===== config.mk =====
export PLATFORM = sky130hd
export DESIGN_NAME = pe_traffic_gen
export DESIGN_NICKNAME = d
export VERILOG_FILES = /design/src/rtl/pe_traffic_gen.sv
export SDC_FILE = /design/constraint.sdc
export NUM_CORES = 1
export LEC_CHECK = 0
export CORE_UTILIZATION = 55
export DETAILED_ROUTE_END_ITERATION = 16
export DONT_BUFFER_PORTS = 1
export GPL_TIMING_DRIVEN = 0
export HOLD_SLACK_MARGIN = 0.05
export PLACE_DENSITY = 0.69
export RECOVER_POWER = 50
export SLEW_MARGIN = 20
export SYNTH_ARGS = -nofsm -noshare
export SYNTH_HDL_FRONTEND = slang
export SYNTH_SLANG_ARGS = --single-unit

===== constraint.sdc =====
create_clock -name clk -period 2.8 [get_ports clk]
set_input_delay 0.28 -clock clk [delete_from_list [all_inputs] [get_ports clk]]
set_output_delay 0.28 -clock clk [all_outputs]
set_load 0.005 [all_outputs]

===== src/rtl/pe_traffic_gen.sv =====
`timescale 1ns/1ps
`default_nettype none
// =============================================================================
// Module   : pe_traffic_gen
// Brief    : NoC endpoint with credit-controlled multi-flit packet injection,
//            traffic sink with one-cycle credit return, and statistics.
// Revision : 1.0
// =============================================================================
module pe_traffic_gen #(
  parameter int NUM_VCS         = 2,
  parameter int NUM_RECV_PORTS  = 16,
  parameter int FLIT_DATA_WIDTH = 32,
  parameter int BUFFER_DEPTH    = 8,
  parameter int PKT_LEN         = 4,
  parameter int INJ_PERIOD      = 10,
  parameter int SRC_ID          = 0,
  localparam int VC_W   = (NUM_VCS > 1) ? $clog2(NUM_VCS) : 1,
  localparam int DEST_W = $clog2(NUM_RECV_PORTS),
  localparam int FW     = 2 + FLIT_DATA_WIDTH + DEST_W + VC_W,
  localparam int CRW    = 1 + VC_W
) (
  input  logic              clk,
  input  logic              rst,
  input  logic              en,
  input  logic [FW-1:0]     flit_in,
  output logic [FW-1:0]     flit_out,
  output logic              sendFlit,
  output logic              en_receiveFlit,
  input  logic [CRW-1:0]    credit_in,
  output logic [CRW-1:0]    credit_out,
  output logic              sendCredit,
  output logic              en_receiveCredit,
  input  logic [DEST_W-1:0] recvPortID,
  input  logic [1:0]        cfg_dest_mode,
  input  logic [DEST_W-1:0] cfg_dest,
  output logic [31:0]       tx_pkt_cnt,
  output logic [31:0]       rx_flit_cnt,
  output logic [31:0]       rx_pkt_cnt,
  output logic [15:0]       drop_cnt,
  output logic              err_credit_ovf,
  output logic              err_misroute
);

  localparam int CW    = $clog2(BUFFER_DEPTH + 1);
  localparam int SEQ_W = FLIT_DATA_WIDTH - 16;
  localparam int TW    = (INJ_PERIOD > 1) ? $clog2(INJ_PERIOD) : 1;
  localparam logic [CW-1:0] CREDIT_MAX = CW'(BUFFER_DEPTH);
  localparam logic [7:0]    SRC8       = 8'(SRC_ID);
  localparam logic [0:0]    S_IDLE     = 1'b0;
  localparam logic [0:0]    S_SEND     = 1'b1;

  logic [0:0]        r_state;
  logic [TW-1:0]     r_timer;
  logic              r_pending;
  logic [SEQ_W-1:0]  r_seq;
  logic [15:0]       r_lfsr;
  logic [DEST_W-1:0] r_rr_dest;
  logic [VC_W-1:0]   r_vc_rr;
  logic [VC_W-1:0]   r_cur_vc;
  logic [DEST_W-1:0] r_cur_dest;
  logic [7:0]        r_flit_idx;
  logic [FW-1:0]     r_flit_out;
  logic              r_send_flit;
  logic              r_send_credit;
  logic [VC_W-1:0]   r_credit_vc;
  logic [31:0]       r_tx_pkt_cnt;
  logic [31:0]       r_rx_flit_cnt;
  logic [31:0]       r_rx_pkt_cnt;
  logic [15:0]       r_drop_cnt;
  logic              r_err_ovf;
  logic              r_err_misroute;

  logic [NUM_VCS-1:0] w_has_credit;
  logic [NUM_VCS-1:0] w_ovf;
  logic               w_wrap, w_take, w_fire, w_last;
  logic               w_cr_valid;
  logic [VC_W-1:0]    w_cr_vc;
  logic               w_rx_valid, w_rx_tail;
  logic [DEST_W-1:0]  w_rx_dest;
  logic [VC_W-1:0]    w_rx_vc;
  logic [DEST_W-1:0]  w_rr_inc, w_rr_pick, w_lfsr_pick, w_dest;
  logic               w_lfsr_fb;
  logic [FW-1:0]      w_flit;
  logic               w_unused;

  function automatic logic [DEST_W-1:0] f_next_port(input logic [DEST_W-1:0] p);
    return (p == DEST_W'(NUM_RECV_PORTS - 1)) ? '0 : p + 1'b1;
  endfunction

  assign w_wrap = en && (r_timer == TW'(INJ_PERIOD - 1));
  assign w_take = en && (r_state == S_IDLE) && r_pending;
  assign w_fire = en && (r_state == S_SEND) && w_has_credit[r_cur_vc];
  assign w_last = (r_flit_idx == 8'(PKT_LEN - 1));

  assign w_cr_valid = en && credit_in[CRW-1];
  assign w_cr_vc    = credit_in[VC_W-1:0];

  assign w_rx_valid = en && flit_in[FW-1];
  assign w_rx_tail  = flit_in[FW-2];
  assign w_rx_dest  = flit_in[FW-3 -: DEST_W];
  assign w_rx_vc    = flit_in[FLIT_DATA_WIDTH +: VC_W];
  assign w_unused   = ^flit_in[FLIT_DATA_WIDTH-1:0];

  // Destination candidates never target this endpoint: a self hit moves on by one.
  assign w_rr_inc    = f_next_port(r_rr_dest);
  assign w_rr_pick   = (w_rr_inc == recvPortID) ? f_next_port(w_rr_inc) : w_rr_inc;
  assign w_lfsr_pick = (r_lfsr[DEST_W-1:0] == recvPortID) ? f_next_port(r_lfsr[DEST_W-1:0])
                                                          : r_lfsr[DEST_W-1:0];
  assign w_lfsr_fb   = r_lfsr[15] ^ r_lfsr[13] ^ r_lfsr[12] ^ r_lfsr[10];

  always_comb begin
    w_dest = cfg_dest;
    case (cfg_dest_mode)
      2'd1:    w_dest = w_rr_pick;
      2'd2:    w_dest = w_lfsr_pick;
      default: w_dest = cfg_dest;
    endcase
  end

  assign w_flit = {1'b1, w_last, r_cur_dest, r_cur_vc, r_seq, r_flit_idx, SRC8};

  for (genvar v = 0; v < NUM_VCS; v++) begin : g_credit
    logic [CW-1:0] r_credit;
    logic          w_dec, w_inc;
    assign w_dec           = w_fire && (r_cur_vc == VC_W'(v));
    assign w_inc           = w_cr_valid && (w_cr_vc == VC_W'(v));
    assign w_has_credit[v] = (r_credit != '0);
    assign w_ovf[v]        = w_inc && !w_dec && (r_credit == CREDIT_MAX);

    always_ff @(posedge clk) begin
      if (rst) begin
        r_credit <= CREDIT_MAX;
      end else if (w_inc && !w_dec && !w_ovf[v]) begin
        r_credit <= r_credit + 1'b1;
      end else if (w_dec && !w_inc) begin
        r_credit <= r_credit - 1'b1;
      end
    end
  end

  always_ff @(posedge clk) begin
    if (rst) begin
      r_state        <= S_IDLE;
      r_timer        <= '0;
      r_pending      <= 1'b0;
      r_seq          <= '0;
      r_lfsr         <= 16'h0001;
      r_rr_dest      <= '0;
      r_vc_rr        <= '0;
      r_cur_vc       <= '0;
      r_cur_dest     <= '0;
      r_flit_idx     <= '0;
      r_flit_out     <= '0;
      r_send_flit    <= 1'b0;
      r_send_credit  <= 1'b0;
      r_credit_vc    <= '0;
      r_tx_pkt_cnt   <= '0;
      r_rx_flit_cnt  <= '0;
      r_rx_pkt_cnt   <= '0;
      r_drop_cnt     <= '0;
      r_err_ovf      <= 1'b0;
      r_err_misroute <= 1'b0;
    end else begin
      if (w_wrap)  r_timer <= '0;
      else if (en) r_timer <= r_timer + 1'b1;

      // A wrap in the same cycle the FSM consumes the request re-arms it.
      if (w_wrap)      r_pending <= 1'b1;
      else if (w_take) r_pending <= 1'b0;
      if (w_wrap && r_pending && !w_take && r_drop_cnt != 16'hFFFF)
        r_drop_cnt <= r_drop_cnt + 16'd1;

      case (r_state)
        S_IDLE: begin
          if (w_take) begin
            r_cur_dest <= w_dest;
            r_cur_vc   <= r_vc_rr;
            r_flit_idx <= '0;
            r_state    <= S_SEND;
            if (cfg_dest_mode == 2'd1) r_rr_dest <= w_rr_pick;
            if (cfg_dest_mode == 2'd2) r_lfsr    <= {r_lfsr[14:0], w_lfsr_fb};
          end
        end
        default: begin
          if (w_fire) begin
            if (w_last) begin
              r_tx_pkt_cnt <= r_tx_pkt_cnt + 32'd1;
              r_seq        <= r_seq + 1'b1;
              r_vc_rr      <= (r_vc_rr == VC_W'(NUM_VCS - 1)) ? '0 : r_vc_rr + 1'b1;
              r_state      <= S_IDLE;
            end else begin
              r_flit_idx <= r_flit_idx + 8'd1;
            end
          end
        end
      endcase

      r_send_flit <= w_fire;
      r_flit_out  <= w_fire ? w_flit : '0;

      r_send_credit <= w_rx_valid;
      r_credit_vc   <= w_rx_valid ? w_rx_vc : '0;
      if (w_rx_valid) begin
        r_rx_flit_cnt <= r_rx_flit_cnt + 32'd1;
        if (w_rx_tail)               r_rx_pkt_cnt   <= r_rx_pkt_cnt + 32'd1;
        if (w_rx_dest != recvPortID) r_err_misroute <= 1'b1;
      end

      if (|w_ovf) r_err_ovf <= 1'b1;
    end
  end

  assign flit_out         = r_flit_out;
  assign sendFlit         = r_send_flit;
  assign credit_out       = {r_send_credit, r_credit_vc};
  assign sendCredit       = r_send_credit;
  assign en_receiveFlit   = en && !rst;
  assign en_receiveCredit = en && !rst;
  assign tx_pkt_cnt       = r_tx_pkt_cnt;
  assign rx_flit_cnt      = r_rx_flit_cnt;
  assign rx_pkt_cnt       = r_rx_pkt_cnt;
  assign drop_cnt         = r_drop_cnt;
  assign err_credit_ovf   = r_err_ovf;
  assign err_misroute     = r_err_misroute;

endmodule
`default_nettype wire


==> results.tsv, run 1 <==
metric	value	unit
yosysSeqAreaShare	0.4235	
area_growth	10.94	%
worstSkewPairLatency	510	ps
p_clk_frac	0.474	
worst_pin_slew	939.0	ps
grt_pass1_wl	38270	um
ir_drop	0.5098	mV
clockBufferDepth	3	
routed_via_density	5.884	
finalHoldViolCount	0	
ys_types	67	
diodes	0	
die_w	136.7	um
clock-skew-final	15.86	ps
antenna_found_initial	0	
p_sw	1.333	mW
arrival	2940	ps
cts-root-buf	clkbuf_16	
vias	8473	
clk_pin_slew_worst_paths	60	ps
post_cts_buffers	0	
wl_per_cell	16.80	um
fillers	1549	
initial_core_util	0.5707	
std_cell_rows	48	
holdCritPathClass	input port to register	
endpoint_kind	register	
fin_crit_sh	0.9132	
drc_errors	0	
slew_headroom	0.3682	
worstSetupStartpointType	register	
yosys_warnings	0	
die_h	136.7	um
worstPathRequired	3180	ps
drtAntennaViolNets	0	
gr-total-overflow	0	
drv_cap	0	
syn_inst	1163	
p_per_area	559.8	mW/mm^2
cts_buffers	23	
pre_cts_ws	278.2	ps
synth_edf_count	0	
async_reset_ff_frac	0	
synth-seq-cells	211	
grt_pass1_vias	7547	
period_needed	2557	ps
io_pins	213	
drive_gt1_frac	0.06008	
tns	0	ps
p_leak	3.808	nW
syn_area	0.009975	mm^2
hold_depth	2	
cts.sinks	211	
switching_share	0.2151	
first_pass_iters	7	
drv_slew	0	
syn_avg_cell_area	8.577	um^2
ys.flop_type	dfxtp_1	
rsz0062_at_grt	false	
reg2reg_depth	9	
drt_iter0_drc	408	
grt_max_degree	13	
grt_usage	0.2549	
io_buffer_count	0	
crit_path_max_fanout	10	
wirelength	24190	um
clock.fmax	0.3911	GHz
status	finished clean	
cts_tree	built	
power_frac_seq	0.490	
combPwrFrac	0.036	
gp_congestion	0.8866	
coreArea	0.01748	mm^2
setup_violations	0	
final_nets	1273	
htree_num_levels	1	
dieArea	0.01868	mm^2
fin_ws	243.1	ps
critical_path_class	register to register	
intPower	4.862	mW
hpwlAfterDp	17130	um
per-stage QoR:
stage / hold slack, ps / utilization / area, um^2 / power, mW / instances
global route: 75.10 / 0.6332 / 11070 / 6.403 / 1440
floorplan: 423.9 / - / 10000 / 3.259 / 1170
finish: 57.49 / 0.6332 / 11070 / 6.195 / 1440
global placement: 436.5 / 0.5883 / 10280 / 3.314 / 1395
CTS: 51.46 / 0.6332 / 11070 / 6.247 / 1440
detailed placement: 438.5 / 0.5883 / 10280 / 3.317 / 1395
critical path: stages, from the launching register on:
cell and delay [ps]:
dfxtp_1 370, nor3_2 530, nor3_1 120, nand3b_1 250, ha_1 300, a21o_1 170
a21oi_1 310, o21ai_0 150, a21oi_1 130, o21ai_0 90
layout make-up:
class / count / area (um^2) / share of cell area
Buffer: 72 / 334.1 / 0.03019
Sequential cell: 211 / 4224 / 0.3817
Inverter: 24 / 90.09 / 0.008141
Timing Repair Buffer: 5 / 50.05 / 0.004523
Clock inverter: 4 / 48.80 / 0.004410
Tap cell: 225 / 281.5 / 0.02544
Multi-Input combinational cell: 863 / 5353 / 0.4837
Clock buffer: 36 / 684.4 / 0.06185
cell usage after synthesis (3+ instances only):
cell type  instances  area, um^2
and3_1            23       143.9
o21a_1             6       45.04
a21oi_1           78       390.4
and4_1            16       140.1
nand2_1           95       356.6
mux2_2             4       45.04
or4_1             23       172.7
or2_2              6       37.54
nor4b_1            4       35.03
nand4b_1           4       35.03
clkbuf_1          49       183.9
inv_1             24       90.09
dfxtp_1          211        4224
xor2_1            47       411.6
or3_1             29       181.4
nand4_1           51       319.1
mux2i_1           11       110.1
nor4_2             3       37.54
a211oi_1           7       52.55
a21o_1             5       37.54
buf_4             12       90.09
ha_1              17       212.7
xnor2_1           52       455.4
o21ai_0           38       190.2
nor3b_1            3       22.52
nand3_1           54       270.3
nor2_1           116       435.4
o31ai_1           22       165.2
and3b_1            3       26.28
a31oi_1            6       37.54
buf_2              9       45.04
o211ai_1           7       52.55
nor4_1            22       137.6
nor3_1            25       125.1
and2_1            40       250.2
layer usage:
layer  share of wire  wire, um  global-route usage
met1            0.46     11010              0.3425
met2            0.46     11020              0.4061
met3           0.077      1853             0.06815
met4           0.013       306             0.05864
met5               0         0                   0
state kept, by name, indices dropped and copies added (netlist names), 4 cells and up:
register and count:
rx_flit_cnt 32, rx_pkt_cnt 32, tx_pkt_cnt 32, flit_out 31
drop_cnt 16, r_lfsr 16, r_seq 16, g_credit.r_credit 8
r_flit_idx 8, r_cur_dest 4, r_rr_dest 4, r_timer 4
kinds of logic (layout without fill, tap and decap cells):
family,count (synthesis),after routing,share of synthesized area
compound gates,188,188,0.1143
mux,15,15,0.01555
other cells,1,8,0.0003760
xor+xnor,100,100,0.08919
fa+ha+maj,19,19,0.02534
flops,211,211,0.4235
buf+inv,96,141,0.04252
simple gates,533,533,0.2893
cells in the final DEF (no fill, tap or decap), types with 23 or more instances in the layout:
cell type / instances
inv_1: 24
o21ai_0: 38
and3_1: 23
nand4_1: 51
nor3_1: 25
or3_1: 29
nand2_1: 95
or4_1: 23
nor2_1: 116
clkbuf_16: 23
clkbuf_1: 56
a21oi_1: 78
and2_1: 39
xor2_1: 47
dfxtp_1: 211
xnor2_1: 52
nand3_1: 54
path summary, 6_finish.rpt:
path,from,end,slack (ps)
max,g_credit[0].r_credit[0],g_credit[0].r_credit[3],240
min,cfg_dest[2],r_cur_dest[2],60
max reg2reg,g_credit[0].r_credit[0],g_credit[0].r_credit[3],240
min reg2reg,r_lfsr[5],r_lfsr[6],450
repair_timing:
action                    4_1_cts  5_1_grt
hold buffers                    5        0
hold endpoints to repair        6        0
gates resized for setup         0        0
power by group through the flow:
stage	clock network [mW]	registers, mW	logic [mW]
2_1_floorplan	0	3.10	0.164
3_3_place_gp	0	3.10	0.214
3_5_place_dp	0	3.10	0.217
4_1_cts	2.99	3.03	0.224
5_1_grt	3.12	3.03	0.249
6_report	2.94	3.03	0.225
Power figures use the tool's default switching activity.
==> inputs of run 2 (changes only) <==
- GPL_TIMING_DRIVEN: 0 -> default
- PLACE_DENSITY: 0.69 -> 0.72
- clock period: 2.8 -> 2.2 ns (I/O delays scaled with it)
==> results.tsv, run 2 (same netlist as run 1, synthesis figures left out) <==
metric	value	unit
final_nets	1311	
period_needed	2201	ps
die_w	136.7	um
grt_max_degree	170	
io_pins	213	
hpwlAfterDp	15240	um
grt_pass1_wl	38890	um
worst_pin_slew	651.0	ps
cts-root-buf	clkbuf_16	
fin_crit_sh	1.001	
status	finished with violations	
worstSetupStartpointType	register	
final_area	0.01188	mm^2
p_sw	1.681	mW
p_clk_frac	0.493	
worstPathRequired	2630	ps
instances_no_fill	1479	
power_frac_seq	0.479	
drc_errors	0	
arrival	2630	ps
rsz0062_at_grt	true	
grt_usage	0.2517	
finalHoldViolCount	89	
setup_violations	1	
violations	negative hold slack, negative setup slack	
drtAntennaViolNets	0	
ir_drop	0.7446	mV
worstSkewPairLatency	500	ps
cts_tree	built	
htree_num_levels	1	
clk_pin_slew_worst_paths	60	ps
io_buffer_count	0	
holdCritPathClass	input port to register	
slew_headroom	0.5646	
wl_per_cell	16.37	um
whs	-204.3	ps
gp_congestion	0.8203	
mostFrequentLayoutCells	204 x dfxtp_1, 115 x nor2_1, 94 x nand2_1	
crit_path_max_fanout	5	
area_growth	19.07	%
std_cell_rows	48	
diodes	0	
grt_pass1_vias	8110	
drv_slew	0	
coreArea	0.01748	mm^2
clockBufferDepth	3	
combPwrFrac	0.029	
min_from	rst	
cts_buffers	23	
max_stage_delay	500	ps
initial_core_util	0.5707	
crit_chain	ha_4 > or4b_4 > nor2_8 > nand4_1 > buf_6 > or4_4 > a21oi_2	
fillers	1451	
placed_area	0.01043	mm^2
gr-total-overflow	0	
clock-skew-final	7.913	ps
dieArea	0.01868	mm^2
place_inst	1385	
first_pass_iters	5	
p_leak	4.277	nW
switching_share	0.2080	
intPower	6.398	mW
layout_commonest_cell	dfxtp_1	
fin_ws	-1.398	ps
cpMaxStageDelayCell	or4b_4	
p_per_area	680.3	mW/mm^2
cts.sinks	211	
reg2reg_from	r_flit_idx[1]	
antenna_found_initial	0	
wirelength	24210	um
pre_cts_ws	-23.01	ps
die_h	136.7	um
critical_path_class	register to register	
drv_cap	0	
endpoint_kind	register	
startpoint	r_flit_idx[1]	
ctsHoldBuffers	46	
drt_iter0_drc	445	
clock.fmax	0.4543	GHz
routed_via_density	5.932	
drive_gt1_frac	0.1180	
vias	8773	
run 2: per-layer routing:
| layer | routed length [um] | GRT usage |
|---|---|---|
| met1 | 10680 | 0.3284 |
| met2 | 11420 | 0.4165 |
| met3 | 1704 | 0.05593 |
| met4 | 405 | 0.06852 |
| met5 | 0 | 0 |
run 2: layout make-up:
cell class,instances,area (um^2),share of cell area
multi-input cells,864,5535,0.4661
flip-flops and latches,211,4233,0.3564
repair buffers,114,950.9,0.08007
clock buffers,32,659.4,0.05552
well taps,225,281.5,0.02370
clock inverters,9,126.4,0.01064
inverters,24,90.09,0.007585
run 2: final timing paths:
kind,end,slack [ps],cells past startpoint
worst max-delay path,tx_pkt_cnt[25],-1,7
worst min-delay path,r_lfsr[3],-200,1
worst max register to register,tx_pkt_cnt[25],-1,7
worst min register to register,r_lfsr[10],440,2
run 2: timing repair:
action,in CTS,in global routing
resized for setup,0,49
cloned,1,2
hold endpoints to repair,167,124
buffers inserted,0,4
pin swaps,1,11
endpoints found under the setup margin,11,48
run 2: power groups by stage:
stage / logic (mW) / clock network [mW] / registers, mW
2_1_floorplan: 0.210 / 0 / 3.94
4_1_cts: 0.225 / 4.06 / 3.87
5_1_grt: 0.257 / 4.19 / 3.87
6_report: 0.232 / 3.98 / 3.87
3_5_place_dp: 0.202 / 0 / 3.95
3_3_place_gp: 0.196 / 0 / 3.95
run 2: critical path: cells and delay by family, from the launching register on:
kind	cells	cell delay, ps
and+or+nand+nor	4	1330
DFF	1	360
buffers and inverters	1	190
adders and majority gates	1	130
AOI/OAI and AO/OA	1	120
run 2: metrics by stage:
step	total power, mW	util	hold WS [ps]	setup TNS [ps]
2_1_floorplan	4.151	-	363.9	0
3_3_place_gp	4.146	0.5965	305.6	-7.586
3_5_place_dp	4.153	0.5965	305.0	-91.16
4_1_cts	8.146	0.6685	-224.8	0
5_1_grt	8.314	0.6796	-223.4	-254.3
6_report	8.079	0.6796	-204.3	-1.398
==> inputs of run 3 (changes only) <==
- ABC_AREA: default -> 1
- GPL_ROUTABILITY_DRIVEN: default -> 1
==> results.tsv, run 3 <==
metric	value	unit
mostFrequentLayoutCells	482 x nand2_1, 206 x dfxtp_1, 195 x nor2_1	
crit_family	buffers and inverters	
intPower	6.223	mW
setup_violations	0	
dieArea	0.02053	mm^2
final_area	0.01253	mm^2
p_sw	1.707	mW
critical_path_class	register to register	
period_needed	2128	ps
crit_path_max_fanout	7	
vias	10310	
critPathBufInv	4	
worstSkewPairLatency	520	ps
max_stage_delay	560	ps
cts.sinks	211	
synth_common_cells	482 x nand2_1, 211 x dfxtp_1, 200 x nor2_1, 161 x inv_1, 129 x a21oi_1	
yosysTopAreaCell	dfxtp_1	
clockBufferDepth	3	
area_growth	14.17	%
die_w	143.3	um
std_cell_rows	51	
worstSetupStartpointType	register	
antenna_found_initial	0	
die_h	143.3	um
worstPathRequired	2650	ps
syn_area	0.01098	mm^2
switching_share	0.2152	
wl_per_cell	13.95	um
drtAntennaViolNets	0	
layout_commonest_cell	nand2_1	
arrival	2580	ps
grt_max_degree	112	
finalHoldViolCount	0	
ys_types	43	
crit_chain	inv_1 > nand4_1 > buf_4 > nand3_1 > o21ai_4 > buf_4 > nand3_1 > a21oi_1 > dlygate4sd3_1	
p_clk_frac	0.489	
yosys_warnings	0	
io_buffer_count	0	
clock-skew-final	12.73	ps
rsz0062_at_grt	true	
cts_tree	built	
first_pass_iters	6	
synth_edf_count	0	
gp_congestion	0.9539	
gr-total-overflow	0	
fin_crit_sh	0.9672	
fin_util	0.6418	
ir_drop	0.6031	mV
p_leak	4.696	nW
drv_slew	0	
synth_top_area_share	0.3848	
register_area	0.004235	mm^2
routed_via_density	5.257	
drive_gt1_frac	0.07425	
place_inst	1881	
slew_headroom	0.5809	
combPwrFrac	0.027	
syn_inst	1637	
cts-root-buf	clkbuf_16	
worst_pin_slew	628.7	ps
drt_iter0_drc	653	
power_frac_seq	0.484	
async_reset_ff_frac	0	
coreArea	0.01953	mm^2
cpMaxStageDelayCell	dlygate4sd3_1	
grt_pass1_wl	44650	um
clk_pin_slew_worst_paths	60	ps
wirelength	27370	um
multiInputGateArea	0.006011	mm^2
grt_pass1_vias	9432	
drc_errors	0	
hpwlAfterDp	18760	um
ys.flop_type	dfxtp_1	
holdCritPathClass	input port to register	
htree_num_levels	1	
io_pins	213	
instances_no_fill	1962	
initial_core_util	0.5622	
status	finished clean	
yosysSeqAreaShare	0.3848	
diodes	0	
synth-seq-cells	211	
p_per_area	632.7	mW/mm^2
syn_avg_cell_area	6.705	um^2
synth.top_cells.by_area	dfxtp_1 38%, nand2_1 16%, nor2_1 6.8%	
totalPowerFinal	7.929	mW
drv_cap	0	
fillers	1802	
clock.fmax	0.4700	GHz
grt_usage	0.2647	
final_nets	1754	
cts_buffers	23	
endpoint_kind	register	
placed_area	0.01126	mm^2
yosysMostFrequentCell	nand2_1	
tns	0	ps
==> run 3: kinds of logic (layout without fill, tap and decap cells) <==
| family | Yosys count | in the layout | synth area share |
|---|---|---|---|
| flip-flops | 211 | 211 | 0.3848 |
| AND/OR/NAND/NOR | 921 | 921 | 0.3577 |
| adder cells (fa/ha/maj) | 19 | 19 | 0.02302 |
| other | 1 | 8 | 0.0003416 |
| buffers and inverters | 218 | 271 | 0.08116 |
| XOR/XNOR | 83 | 83 | 0.06623 |
| AO/OA/AOI/OAI | 184 | 184 | 0.08674 |
==> run 3: worst register-to-register path: cells and delay by family, from the launching register on <==
family                 cells  cell delay, ps
and+or+nand+nor            3             350
buffers and inverters      4             940
AOI/OAI and AO/OA          2             390
DFF                        1             400
==> run 3: cell type report <==
| cell class | count | area share |
|---|---|---|
| multi-input cells | 1215 | 0.4796 |
| clock inverters | 9 | 0.007887 |
| clock buffers | 32 | 0.05262 |
| well taps | 265 | 0.02646 |
| flip-flops and latches | 211 | 0.3380 |
| repair inverters | 1 | 0.0003994 |
| inverters | 166 | 0.05022 |
| repair buffers | 63 | 0.04483 |
==> run 3: power groups by stage <==
| stage | clock network, mW | registers (mW) | logic [mW] |
|---|---|---|---|
| 4_1_cts | 3.96 | 3.84 | 0.209 |
| 5_1_grt | 4.12 | 3.84 | 0.239 |
| 2_1_floorplan | 0 | 3.93 | 0.157 |
| 3_3_place_gp | 0 | 3.93 | 0.141 |
| 6_report | 3.88 | 3.84 | 0.210 |
| 3_5_place_dp | 0 | 3.93 | 0.145 |
==> run 3: repair_timing <==
| action | 4_1_cts | 5_1_grt |
|---|---|---|
| gates resized for setup | 0 | 39 |
| endpoints found under the hold margin | 139 | 1 |
| hold buffers | 28 | 1 |
| setup endpoints to repair | 0 | 21 |
| setup buffers | 0 | 11 |
==> run 3: path summary, 6_finish.rpt <==
path / slack [ps] / cells past startpoint / start / end
worst min-delay path: 150 / 3 / en / r_timer[1]
worst max-delay path: 70 / 9 / g_credit[1].r_credit[2] / r_flit_idx[1]
worst max register to register: 70 / 9 / g_credit[1].r_credit[2] / r_flit_idx[1]
worst min register to register: 430 / 2 / r_cur_dest[1] / flit_out[34]
==> run 3: through the flow <==
step | hold WS (ps) | worst slack, ps
after global placement | 299.0 | 150.4
after global routing | 135.8 | -53.80
final | 145.2 | 72.25
after floorplan | 386.6 | 123.1
after detailed placement | 302.1 | 41.03
after CTS | 83.21 | 27.85
==> run 3: per-layer routing <==
layer | GRT usage | vias to the layer above | wire (um)
li1 | - | 5315 | -
met1 | 0.3460 | 4651 | 12270
met2 | 0.4460 | 313 | 12840
met3 | 0.05399 | 35 | 1893
met4 | 0.06271 | 0 | 371
met5 | 0 | - | 0
